`config.mk`:
```
export PLATFORM = sky130hd
export DESIGN_NAME = write_back_stage
export DESIGN_NICKNAME = d
export VERILOG_FILES = /design/src/rtl/write_back_stage.sv
export SDC_FILE = /design/constraint.sdc
export NUM_CORES = 1
export LEC_CHECK = 0
export CORE_ASPECT_RATIO = 1.1
export CORE_MARGIN = 4
export CORE_UTILIZATION = 47
export CTS_CLUSTER_SIZE = 10
export DETAILED_ROUTE_END_ITERATION = 16
export PLACE_DENSITY = 0.87
export SYNTH_ARGS = -nofsm -noshare
export SYNTH_HDL_FRONTEND = slang
export SYNTH_SLANG_ARGS = --single-unit
export TNS_END_PERCENT = 5
```
`constraint.sdc`:
```
create_clock -name clock -period 7.7 [get_ports clock]
set_clock_uncertainty 0.2 [all_clocks]
set_input_delay 1.54 -clock clock [delete_from_list [all_inputs] [get_ports clock]]
set_output_delay 1.54 -clock clock [all_outputs]
set_load 0.1 [all_outputs]
```
`src/rtl/write_back_stage.sv`:
```
// Write-back stage: picks the write-back source, aligns/extends load data, stalls for late
// loads (abandoning them after TIMEOUT cycles) and writes the register file one cycle later.
module write_back_stage #(
    parameter int TIMEOUT = 16,
    parameter int CNT_W   = 32
) (
    input  logic             clock,
    input  logic             reset,
    input  logic             valid_ip,
    input  logic [1:0]       wb_sel_ip,
    input  logic [4:0]       rd_addr_ip,
    input  logic [31:0]      alu_result_ip,
    input  logic [31:0]      pc_addr_ip,
    input  logic [31:0]      uimmd_ip,
    input  logic [2:0]       lsu_op_ip,
    input  logic [1:0]       byte_off_ip,
    input  logic [31:0]      load_data_ip,
    input  logic             load_valid_ip,
    output logic             stall_op,
    output logic             rf_we_op,
    output logic [4:0]       rf_waddr_op,
    output logic [31:0]      rf_wdata_op,
    output logic             misalign_op,
    output logic             timeout_op,
    output logic [CNT_W-1:0] retired_op
);

    localparam logic [2:0] LSU_LB  = 3'd0;
    localparam logic [2:0] LSU_LH  = 3'd1;
    localparam logic [2:0] LSU_LBU = 3'd4;
    localparam logic [2:0] LSU_LHU = 3'd5;

    localparam logic [1:0] SEL_ALU  = 2'd0;
    localparam logic [1:0] SEL_LOAD = 2'd1;
    localparam logic [1:0] SEL_PC4  = 2'd2;
    localparam logic [1:0] SEL_UIMM = 2'd3;

    localparam int              WAIT_W    = $clog2(TIMEOUT + 1);
    localparam logic [WAIT_W-1:0] LAST_WAIT = WAIT_W'(TIMEOUT - 1);

    typedef enum logic {
        IDLE,
        WAIT_LOAD
    } state_t;

    state_t            state;
    logic [WAIT_W-1:0] wait_cnt;

    logic [7:0]  ld_byte;
    logic [15:0] ld_half;
    logic [31:0] load_value;
    logic [31:0] wb_value;
    logic        aligned;
    logic        is_load;
    logic        enter_wait;
    logic        wait_expired;
    logic        complete_now;
    logic        misalign_now;

    always_comb begin
        // NOTE: every signal gets a default before the case so no path can infer a latch.
        ld_byte    = load_data_ip[{byte_off_ip, 3'b000} +: 8];
        ld_half    = load_data_ip[{byte_off_ip[1], 4'b0000} +: 16];
        load_value = load_data_ip;
        aligned    = (byte_off_ip == 2'd0);

        // Unlisted encodings fall through to the word-load defaults above.
        case (lsu_op_ip)
            LSU_LB:  begin load_value = {{24{ld_byte[7]}}, ld_byte}; aligned = 1'b1; end
            LSU_LBU: begin load_value = {24'd0, ld_byte};            aligned = 1'b1; end
            LSU_LH:  begin load_value = {{16{ld_half[15]}}, ld_half}; aligned = !byte_off_ip[0]; end
            LSU_LHU: begin load_value = {16'd0, ld_half};            aligned = !byte_off_ip[0]; end
            default: ;
        endcase

        wb_value = alu_result_ip;
        case (wb_sel_ip)
            SEL_ALU:  wb_value = alu_result_ip;
            SEL_LOAD: wb_value = load_value;
            SEL_PC4:  wb_value = pc_addr_ip + 32'd4;
            SEL_UIMM: wb_value = uimmd_ip;
            default:  ;
        endcase

        is_load      = valid_ip && (wb_sel_ip == SEL_LOAD);
        enter_wait   = (state == IDLE) && is_load && aligned && !load_valid_ip;
        misalign_now = (state == IDLE) && is_load && !aligned;
        wait_expired = (state == WAIT_LOAD) && !load_valid_ip && (wait_cnt == LAST_WAIT);
        complete_now = ((state == IDLE) && valid_ip && (!is_load || (aligned && load_valid_ip)))
                    || ((state == WAIT_LOAD) && load_valid_ip);

        // Released in the cycle the data arrives or the wait expires, so upstream advances then.
        stall_op = !reset && (enter_wait
                 || ((state == WAIT_LOAD) && !load_valid_ip && !wait_expired));
    end

    always_ff @(posedge clock) begin
        // NOTE: sequential state uses non-blocking assignments so all registers update together.
        if (reset) begin
            state       <= IDLE;
            wait_cnt    <= '0;
            rf_we_op    <= 1'b0;
            rf_waddr_op <= '0;
            rf_wdata_op <= '0;
            misalign_op <= 1'b0;
            timeout_op  <= 1'b0;
            retired_op  <= '0;
        end else begin
            rf_we_op    <= 1'b0;
            misalign_op <= misalign_now;
            timeout_op  <= wait_expired;

            // Address and data hold between completions so the last write stays forwardable.
            if (complete_now) begin
                rf_we_op    <= (rd_addr_ip != 5'd0);
                rf_waddr_op <= rd_addr_ip;
                rf_wdata_op <= wb_value;
                retired_op  <= retired_op + CNT_W'(1);
            end

            case (state)
                IDLE: begin
                    if (enter_wait) begin
                        state    <= WAIT_LOAD;
                        wait_cnt <= '0;
                    end
                end
                WAIT_LOAD: begin
                    if (load_valid_ip || wait_expired) begin
                        state <= IDLE;
                    end else begin
                        wait_cnt <= wait_cnt + WAIT_W'(1);
                    end
                end
                default: state <= IDLE;
            endcase
        end
    end

endmodule

```
; ---- Word level (Yosys, flattened, before mapping)
; Index checks and enable logic that the tools add are counted.
[totals]
ff_bits = 78
latch_bits = 0
mem_bits_rw = 0
mem_bits_ro = 0
inputBits = 144
word_cells = 64
mem_count = 0
[classes]
n_addsub = 3
n_mul = 0
div_mod_pow = 0
magnitude_cmp = 0
n_eq_ne = 9
n_shift = 2
muxes = 9
n_bitwise = 2
reduce_logical = 31
[ops]
columns = cell, count
row1 = one-hot mux 32 bit (4 select lines), 2
row2 = adder 32 x 1 -> 32 bit (second input constant), 1
row3 = adder 32 x 3 -> 32 bit (second input constant), 1
row4 = variable part select 32 x 6 -> 16 bit, 1
row5 = variable part select 32 x 6 -> 8 bit, 1
row6 = logical AND 1 bit, 13
row7 = two-way mux 5 bit, 2
row8 = one-hot mux 5 bit (2 select lines), 1
row9 = equality test 3 bit (second input constant), 2
row10 = logical NOT 1 bit, 6
row11 = OR reduction 2 bit, 3
row12 = adder 5 x 1 -> 5 bit (second input constant), 1
row13 = equality test 5 x 4 -> 1 bit (second input constant), 1
row14 = nonzero test 5 bit, 1
row15 = equality test 2 bit (second input constant), 2
row16 = logical NOT 2 bit, 2
row17 = logical OR 1 bit, 4
row18 = != test 2 bit (second input constant), 2
row19 = one-hot mux 1 bit (2 select lines), 2
row20 = equality test 3 x 1 -> 1 bit (second input constant), 1
row21 = logical NOT 3 bit, 1
row22 = equality test 2 x 1 -> 1 bit (second input constant), 1
row23 = two-way mux 1 bit, 2
row24 = inverter 1 bit, 2
row25 = AND reduction 2 bit, 1

; ---- Logic depth before layout (Yosys ltp)
; Gate-level depths: netlist (run 1).
[depth]
word_depth = 9
ltp_mapped = 10
mapped_depth_nobuf = 8

; ---- Worst setup path before layout (run 1)
; OpenSTA, ideal clock, no wires.
[synth_path]
kind = input -> output
from = in wb_sel_ip[0]
to = out stall_op
t_arrival_ps = 3559
required_ps = 5960
slack_ps = 2401
stages = 5
path_buffers = 1
path_cell_list = buf_2 nor2b_1 o211ai_1 a21o_1 nor2_1
[synth_via]
elab_chain_len = 7
[synth_lines]
columns = item, line
row1 = from (decl), 10  ; input logic [1:0] wb_sel_ip,
row2 = equality test 2 x 1 -> 1 bit, 85  ; is_load = valid_ip && (wb_sel_ip == SEL_LOAD);
row3 = logical AND 1 bit, 85
row4 = logical AND 1 bit (3 in a row), 86  ; enter_wait = (state == IDLE) && is_load && aligned && !load_valid_ip;
row5 = logical OR 1 bit, 94  ; || ((state == WAIT_LOAD) && !load_valid_ip && !wait_expired));
row6 = logical AND 1 bit, 93  ; stall_op = !reset && (enter_wait
row7 = to (decl), 19  ; output logic stall_op,
; Every way passes these cells.

; ---- Worst setup path in the final report (run 1)
[layout_path]
from = in wb_sel_ip[1]
to = out stall_op
; Same word-level chain as after synthesis.

==> summary.txt, run 1 <==
Placement
  – RePlAce Congestion: around 1
  – Placed Instance Area: 7350 um^2
  – Number of port buffers: 216
  – DP Cell Count: about 1000
  – Place WS: 1.96 ns
  – Detailed Place HPWL: ~17000 um

Worst setup path
  – Max FO, Critical Path: 40
  – CP top delay family: simple AND/OR/NAND/NOR gates
  – Worst endpoint data arrival time: 4.12 ns
  – Worst path cell trace: clkdlybuf4s50_1 > buf_4 > nor2b_1 > o211ai_1 > a21o_1 > nor2_1 > buf_4
  – CP endpoint kind: output pin
  – R2R Path End: rf_wdata_op[26]
  – R2R Path Start: state
  – Crit Path Category: in2out
  – Slowest stage cell, crit path: nor2b_1
  – CP Launch Type: input port
  – CP Data Required Time: between 5 and 6 ns
  – R2R Setup Slk: 4.99 ns
  – Worst path bufs/invs: 3
  – CP max stage delay: between 0.8 and 0.9 ns
  – Depth of the most critical reg-to-reg path: 6
  – Cell mode on critical path: buf_4

Power
  – Clk pwr share: a little over a third
  – PD cells: between 150 and 200 nW/um^2
  – Leakage: between 2 and 3 nW
  – Seq pwr share: 31.8%
  – P_sw: approximately 0.48 mW
  – Comb pwr share: a little under a third
  – Max IR drop VDD: ~150 uV
  – Sw Ratio: between 30% and 40%
  – Pint: 0.901 mW

Logic synthesis
  – Yosys warns: 0
  – Main synth FF type: dfxtp_1
  – Ys async rst share: 0%
  – Netlist cell types: 59
  – Average size of a mapped cell: between 7 and 8 um^2
  – Register area share after synthesis: between 30 and 40%
  – Synthesized net count: roughly 850
  – Post-Syn Instances: 700
  – Synth Cell Area: 5140 um^2
  – Post-synth EDFFs: 0
  – Synth Register Bits: between 70 and 80

Timing
  – Measured slew at the worst slew-check pin: 1.09 ns
  – Max-Slew Margin vs Limit: between 20% and 30%
  – Fmax achieved: between 150 and 200 MHz
  – Fin crit share: between 70 and 80%
  – Final Slew Violations: 0
  – Setup TNS Final: 0 ns
  – Final hold violations: 0
  – Post-layout min period: about 6 ns
  – Final Setup Violations: 0
  – Setup ws final: about 1.8 ns
  – Unrepaired setup endpoints after global routing: false

Layout
  – Area Growth Syn to Fin: 49.9%
  – Non-Filler Instances: between 1000 and 1500
  – Most frequent cells in the layout: clkdlybuf4s50_1, nand2_1, dfxtp_1
  – Multi-input logic area: between 3000 and 4000 um^2
  – Most common cell after layout, fill and taps aside: clkdlybuf4s50_1
  – Fillers: slightly above 800
  – Sequential standard cell area: about 1600 um^2
  – Layout cells sized above 1: 4.48%
  – Final instance area: between 7000 and 8000 um^2
  – Final #Nets: approximately 1000

Clock network
  – H-Tree Depth: 3
  – Post-CTS setup buffers: 0
  – Clock Tree Buf Depth: 2
  – TritonCTS clock tree: built
  – CTS clock-pin slew for the worst setup and hold paths: approximately 0.060 ns
  – Hold-fix buffers, CTS: 0
  – Post-cts sizing count: 0
  – Clk Latency, worst-skew pair: ~0.33 ns
  – Clk root buf: clkbuf_16
  – Count of clock tree sinks: 78
  – TritonCTS buffer count: 9

Routing
  – Final WL: 22500 um
  – Routed Antenna Nets: 0
  – TritonRoute pass-1 iters: 7
  – DR iter-0 viols: ~740
  – Via-to-Cell Ratio: approximately 6.2
  – # DRC: 0
  – Routed vias: around 6400
  – DR WL/cell: approximately 22 um

GRT
  – Congestion Overflow GR: 0
  – Vias in the first global route: between 6000 and 7000
  – Total GRT Usage: approximately 35%
  – Global-route wire length before repair: 34400 um
  – Antenna violations before repair: 1
  – Largest net degree at the start of global routing: 77

Status
  – Outcome: complete, no violations

Worst hold path
  – Worst hold start: rf_waddr_op[0]
  – Hold Path Class: reg2reg
  – Hold Crit Depth: 2
  – Hold endpoint: rf_waddr_op[0]

Floorplan
  – Die Area: 12700 um^2
  – Number of I/O pins: 217
  – Starting Density: 48.8%
  – Die height: between 100 and 150 um
  – Die width: around 110 um
  – Core Footprint: 10500 um^2
  – FP Rows: 39

Job
  – Max-cap violations: 0
## worst reg2reg max path, delay by kind of cell (launching register included)
family             cells  cell delay [ns]
AOI/OAI and AO/OA      3             0.86
DFF                    1             0.49
and+or+nand+nor        3             1.10
## power groups by stage
stage,clock (mW),sequential [mW],combinational (mW)
CTS,0.504,0.438,0.431
floorplan,0,0.588,0.117
global route,0.523,0.440,0.455
global placement,0,0.446,0.427
finish,0.503,0.439,0.437
detailed placement,0,0.446,0.430
## registers in the layout, summed over array words and instances (netlist names)
signal / count
misalign_op: 1
retired_op: 32
rf_waddr_op: 5
rf_wdata_op: 32
rf_we_op: 1
state: 1
timeout_op: 1
wait_cnt: 5
## synth_stat cells, drive strengths merged (14+ instances only)
master | n | area [um^2]
nand2 | 80 | 300
nor2 | 77 | 289
nor3 | 27 | 135
dfxtp | 78 | 1560
a211oi | 14 | 110
inv | 25 | 93.8
nand3 | 21 | 105
or3 | 14 | 87.6
xor2 | 17 | 149
xnor2 | 34 | 298
nand4 | 15 | 100
o21ai | 50 | 250
clkbuf | 34 | 128
a21oi | 62 | 310
## worst max-delay path by stage
stage / startpoint / to / slack, ns / cells after the start
global placement: wb_sel_ip[1] / stall_op / 2.01 / 7
detailed placement: wb_sel_ip[1] / stall_op / 1.96 / 7
finish: wb_sel_ip[1] / stall_op / 1.84 / 7
CTS: wb_sel_ip[1] / stall_op / 1.95 / 7
global route: wb_sel_ip[1] / stall_op / 1.74 / 7
floorplan: wb_sel_ip[0] / stall_op / 2.40 / 5
## cell type report
| cell class | count | share of cell area (%) |
|---|---|---|
| multi-input combinational | 552 | 43.0 |
| timing repair buffer | 222 | 28.5 |
| sequential | 78 | 20.3 |
| clock buffer | 10 | 3.10 |
| tap | 143 | 2.32 |
| clock inverter | 6 | 1.51 |
| inverter | 25 | 1.22 |
| antenna | 1 | 0.0325 |
## layer usage
layer / GRT usage, % / part of all wire, % / vias up
met5: 0 / 0 / -
met4: 12.5 / 3.8 / 0
met3: 8.28 / 9.8 / 67
met2: 59.0 / 49 / 436
met1: 41.6 / 38 / 3025
li1: - / - / 2905
## stage by stage
step	power [mW]	utilization [%]	hold WS [ns]
2_1_floorplan	0.705	-	0.249
3_3_place_gp	0.874	69.7	0.242
3_5_place_dp	0.876	69.7	0.249
4_1_cts	1.37	73.1	0.258
5_1_grt	1.42	73.1	0.285
6_report	1.38	73.1	0.254
## cell families after synthesis
kind of cell	after synthesis	share of synthesized area [%]
AND/OR/NAND/NOR	285	26.7
AO/OA/AOI/OAI	197	24.5
buffers and inverters	70	5.21
adder cells (fa/ha/maj)	4	0.974
flip-flops	78	30.4
XOR/XNOR	51	8.69
multiplexers	15	3.48
No activity file was read; power rests on OpenSTA's default activity.
==> run 2: changes to the inputs <==
Settings changed: CORE_UTILIZATION 47 to 39, PLACE_DENSITY 0.87 to 0.77.
Clock period 7.7 ns to 5.3 ns, I/O delays scaled along.
==> run 2 against run 1 <==
  * Register-to-register slack worse by 2.2 ns
  * Global-route usage down 8.8 points
  * Combinational power grew 45%
  * Critical path depth shrank 1
  * Critical path type unchanged
  * Count of clock-buffer cells in the layout did not move
  * Worst hold slack lost 0.00093 ns
  * Cell count grew 1.8%
  * Total power up 40%
  * Via count is 5.8% lower
  * Clock power rose by 32%
  * Largest power group unchanged
  * Flip-flop and latch count did not move
==> summary.txt, run 2 (same netlist as run 1, synthesis figures left out) <==
Power
  – Max IR drop VDD: 163 uV (+9.5%)
  – Leakage: 2.73 nW (+0.63%)
  – Design Power: 1.93 mW (+40%)
  – PD cells: 249 nW/um^2 (+39%)

Floorplan
  – Core Footprint: 12800 um^2 (+21%)
  – Die Area: 15100 um^2 (+19%)
  – Die height: 128 um (+9.1%)
  – Number of I/O pins: 217 (unchanged)
  – Starting Density: 40.3% (-8.5 points)
  – Die width: 117 um (+9.1%)
  – FP Rows: 43 (+10%)

Worst setup path
  – CP Launch Type: input port
  – R2R Setup Slk: 2.84 ns (-2.15 ns)
  – Worst endpoint data arrival time: 2.88 ns (-1.24 ns)
  – CP endpoint kind: output pin
  – Max FO, Critical Path: 10 (-75%)
  – CP Capture Point: stall_op
  – CP max stage delay: 0.73 ns (-0.15 ns)
  – R2R Path End: retired_op[29]
  – Worst path cell trace: clkdlybuf4s50_1 > nor2b_1 > o211ai_1 > a21o_1 > nor2_1 > buf_12
  – Depth of the most critical reg-to-reg path: 6 (unchanged)
  – Slowest stage cell, crit path: clkdlybuf4s50_1
  – CP Data Required Time: 4.04 ns (-1.92 ns)
  – Worst Setup SP: wb_sel_ip[0]
  – R2R Path Start: retired_op[4]
  – Crit Path Category: in2out

Clock network
  – Post-cts sizing count: 0 (unchanged)
  – Count of clock tree sinks: 78 (unchanged)
  – Clock Tree Buf Depth: 2 (unchanged)
  – TritonCTS clock tree: built
  – H-Tree Depth: 3 (unchanged)
  – TritonCTS buffer count: 9 (unchanged)
  – CTS clock-pin slew for the worst setup and hold paths: 0.06 ns (about the same)
  – Clk Latency, worst-skew pair: 0.33 ns (about the same)
  – Post-CTS setup buffers: 0 (unchanged)
  – Hold-fix buffers, CTS: 0 (unchanged)
  – Clk root buf: clkbuf_16

Timing
  – Fin crit share: 78.2%
  – Fmax achieved: around 240 MHz
  – Final Setup Violations: 0 (unchanged)
  – Measured slew at the worst slew-check pin: 1.08 ns (-0.00634 ns)
  – Min Hold Slack: 0.253 ns (-0.000927 ns)
  – Final hold violations: 0 (unchanged)
  – Max-Slew Margin vs Limit: 27.7% (+0.35 points)
  – Setup TNS Final: 0 ns (unchanged)
  – Post-layout min period: about 4.1 ns
  – Final Slew Violations: 0 (unchanged)
  – Unrepaired setup endpoints after global routing: false
  – Setup ws final: 1.16 ns (-0.684 ns)

GRT
  – Vias in the first global route: 5767 (-8.7%)
  – Largest net degree at the start of global routing: 76 (-1.3%)
  – Global-route wire length before repair: 30900 um (-10%)
  – Congestion Overflow GR: 0 (unchanged)
  – Total GRT Usage: 25.8% (-8.8 points)
  – Antenna violations before repair: 1 (unchanged)

Placement
  – Placed Instance Area: 7420 um^2 (+1.0%)
  – Detailed Place HPWL: 15900 um (-8.2%)
  – Number of port buffers: 216 (unchanged)
  – RePlAce Congestion: 1.01 (+1.7%)
  – DP Cell Count: 1040 (+2.0%)
  – Place WS: 1.17 ns (-0.791 ns)

Layout
  – Layout cells sized above 1: 5.01% (+0.53 points)
  – Largest regs: retired_op: 32 flops, rf_wdata_op: 32 flops
  – Most common cell after layout, fill and taps aside: clkdlybuf4s50_1
  – Area Growth Syn to Fin: 50.7%
  – Final instance area: 7750 um^2 (+0.54%)
  – Final #Nets: 1042 (+0.58%)
  – Util after Layout: 60.7% (-12 points)
  – Non-Filler Instances: 1056 (+1.8%)
  – Most frequent cells in the layout: clkdlybuf4s50_1, nand2_1, dfxtp_1

Routing
  – TritonRoute pass-1 iters: 5 (-2)
  – DR iter-0 viols: 596 (-19%)
  – Via-to-Cell Ratio: 5.74 (-7.5%)
  – # DRC: 0 (unchanged)
  – Final WL: 20200 um (-10%)
  – Routed Antenna Nets: 0 (unchanged)
  – DR WL/cell: 19.2 um (-12%)
  – Routed vias: 6061 (-5.8%)

Job
  – Max-cap violations: 0 (unchanged)

Status
  – Outcome: complete, no violations

Worst hold path
  – Hold Path Class: reg2reg
==> run 2: changes by cell type in the layout (fill, tap and decap cells not counted) <==
| cell | before | now |
|---|---|---|
| buf_4 | 7 | 12 |
| buf_12 | 0 | 1 |
| bufinv_16 | 3 | 2 |
| clkinv_2 | 0 | 1 |
| clkinv_4 | 2 | 1 |
==> run 2: final cells by class <==
type | instances | area [um^2]
Timing Repair Buffer | 228 | 2260
Clock buffer | 10 | 239
Antenna cell | 1 | 2.50
Tap cell | 157 | 196
Sequential cell | 78 | 1560
Inverter | 25 | 93.8
Clock inverter | 5 | 82.6
Multi-Input combinational cell | 552 | 3310
Fill cell | 1155 | 5000
==> run 2: worst min-delay path by stage <==
stage | from | end | slack (ns) | cells past startpoint
final | rf_waddr_op[3] | rf_waddr_op[3] | 0.25 | 2
after global routing | rf_waddr_op[4] | rf_waddr_op[4] | 0.28 | 2
after CTS | rf_waddr_op[3] | rf_waddr_op[3] | 0.25 | 2
after detailed placement | rf_waddr_op[3] | rf_waddr_op[3] | 0.25 | 2
after global placement | rf_waddr_op[1] | rf_waddr_op[1] | 0.24 | 2
after floorplan | wait_cnt[1] | wait_cnt[1] | 0.25 | 2
==> run 2: power breakdown <==
| group | switching (mW) | internal (mW) | total (mW) |
|---|---|---|---|
| Combinational | 0.412 | 0.220 | 0.632 |
| Sequential | 0.0180 | 0.616 | 0.634 |
| Clock | 0.242 | 0.424 | 0.666 |
==> run 2: metal layers <==
| layer | vias to the layer above | routed length [um] | GRT usage [%] |
|---|---|---|---|
| met1 | 2767 | 8240 | 31.7 |
| met4 | 0 | 759 | 11.1 |
| met3 | 41 | 1810 | 6.99 |
| met2 | 322 | 9420 | 42.9 |
| met5 | - | 0 | 0 |
| li1 | 2931 | - | - |
==> run 2: critical path: cells and delay by family <==
kind | cells | cell delay [ns]
compound gates | 2 | 0.42
simple gates | 2 | 0.46
buf+inv | 2 | 0.94
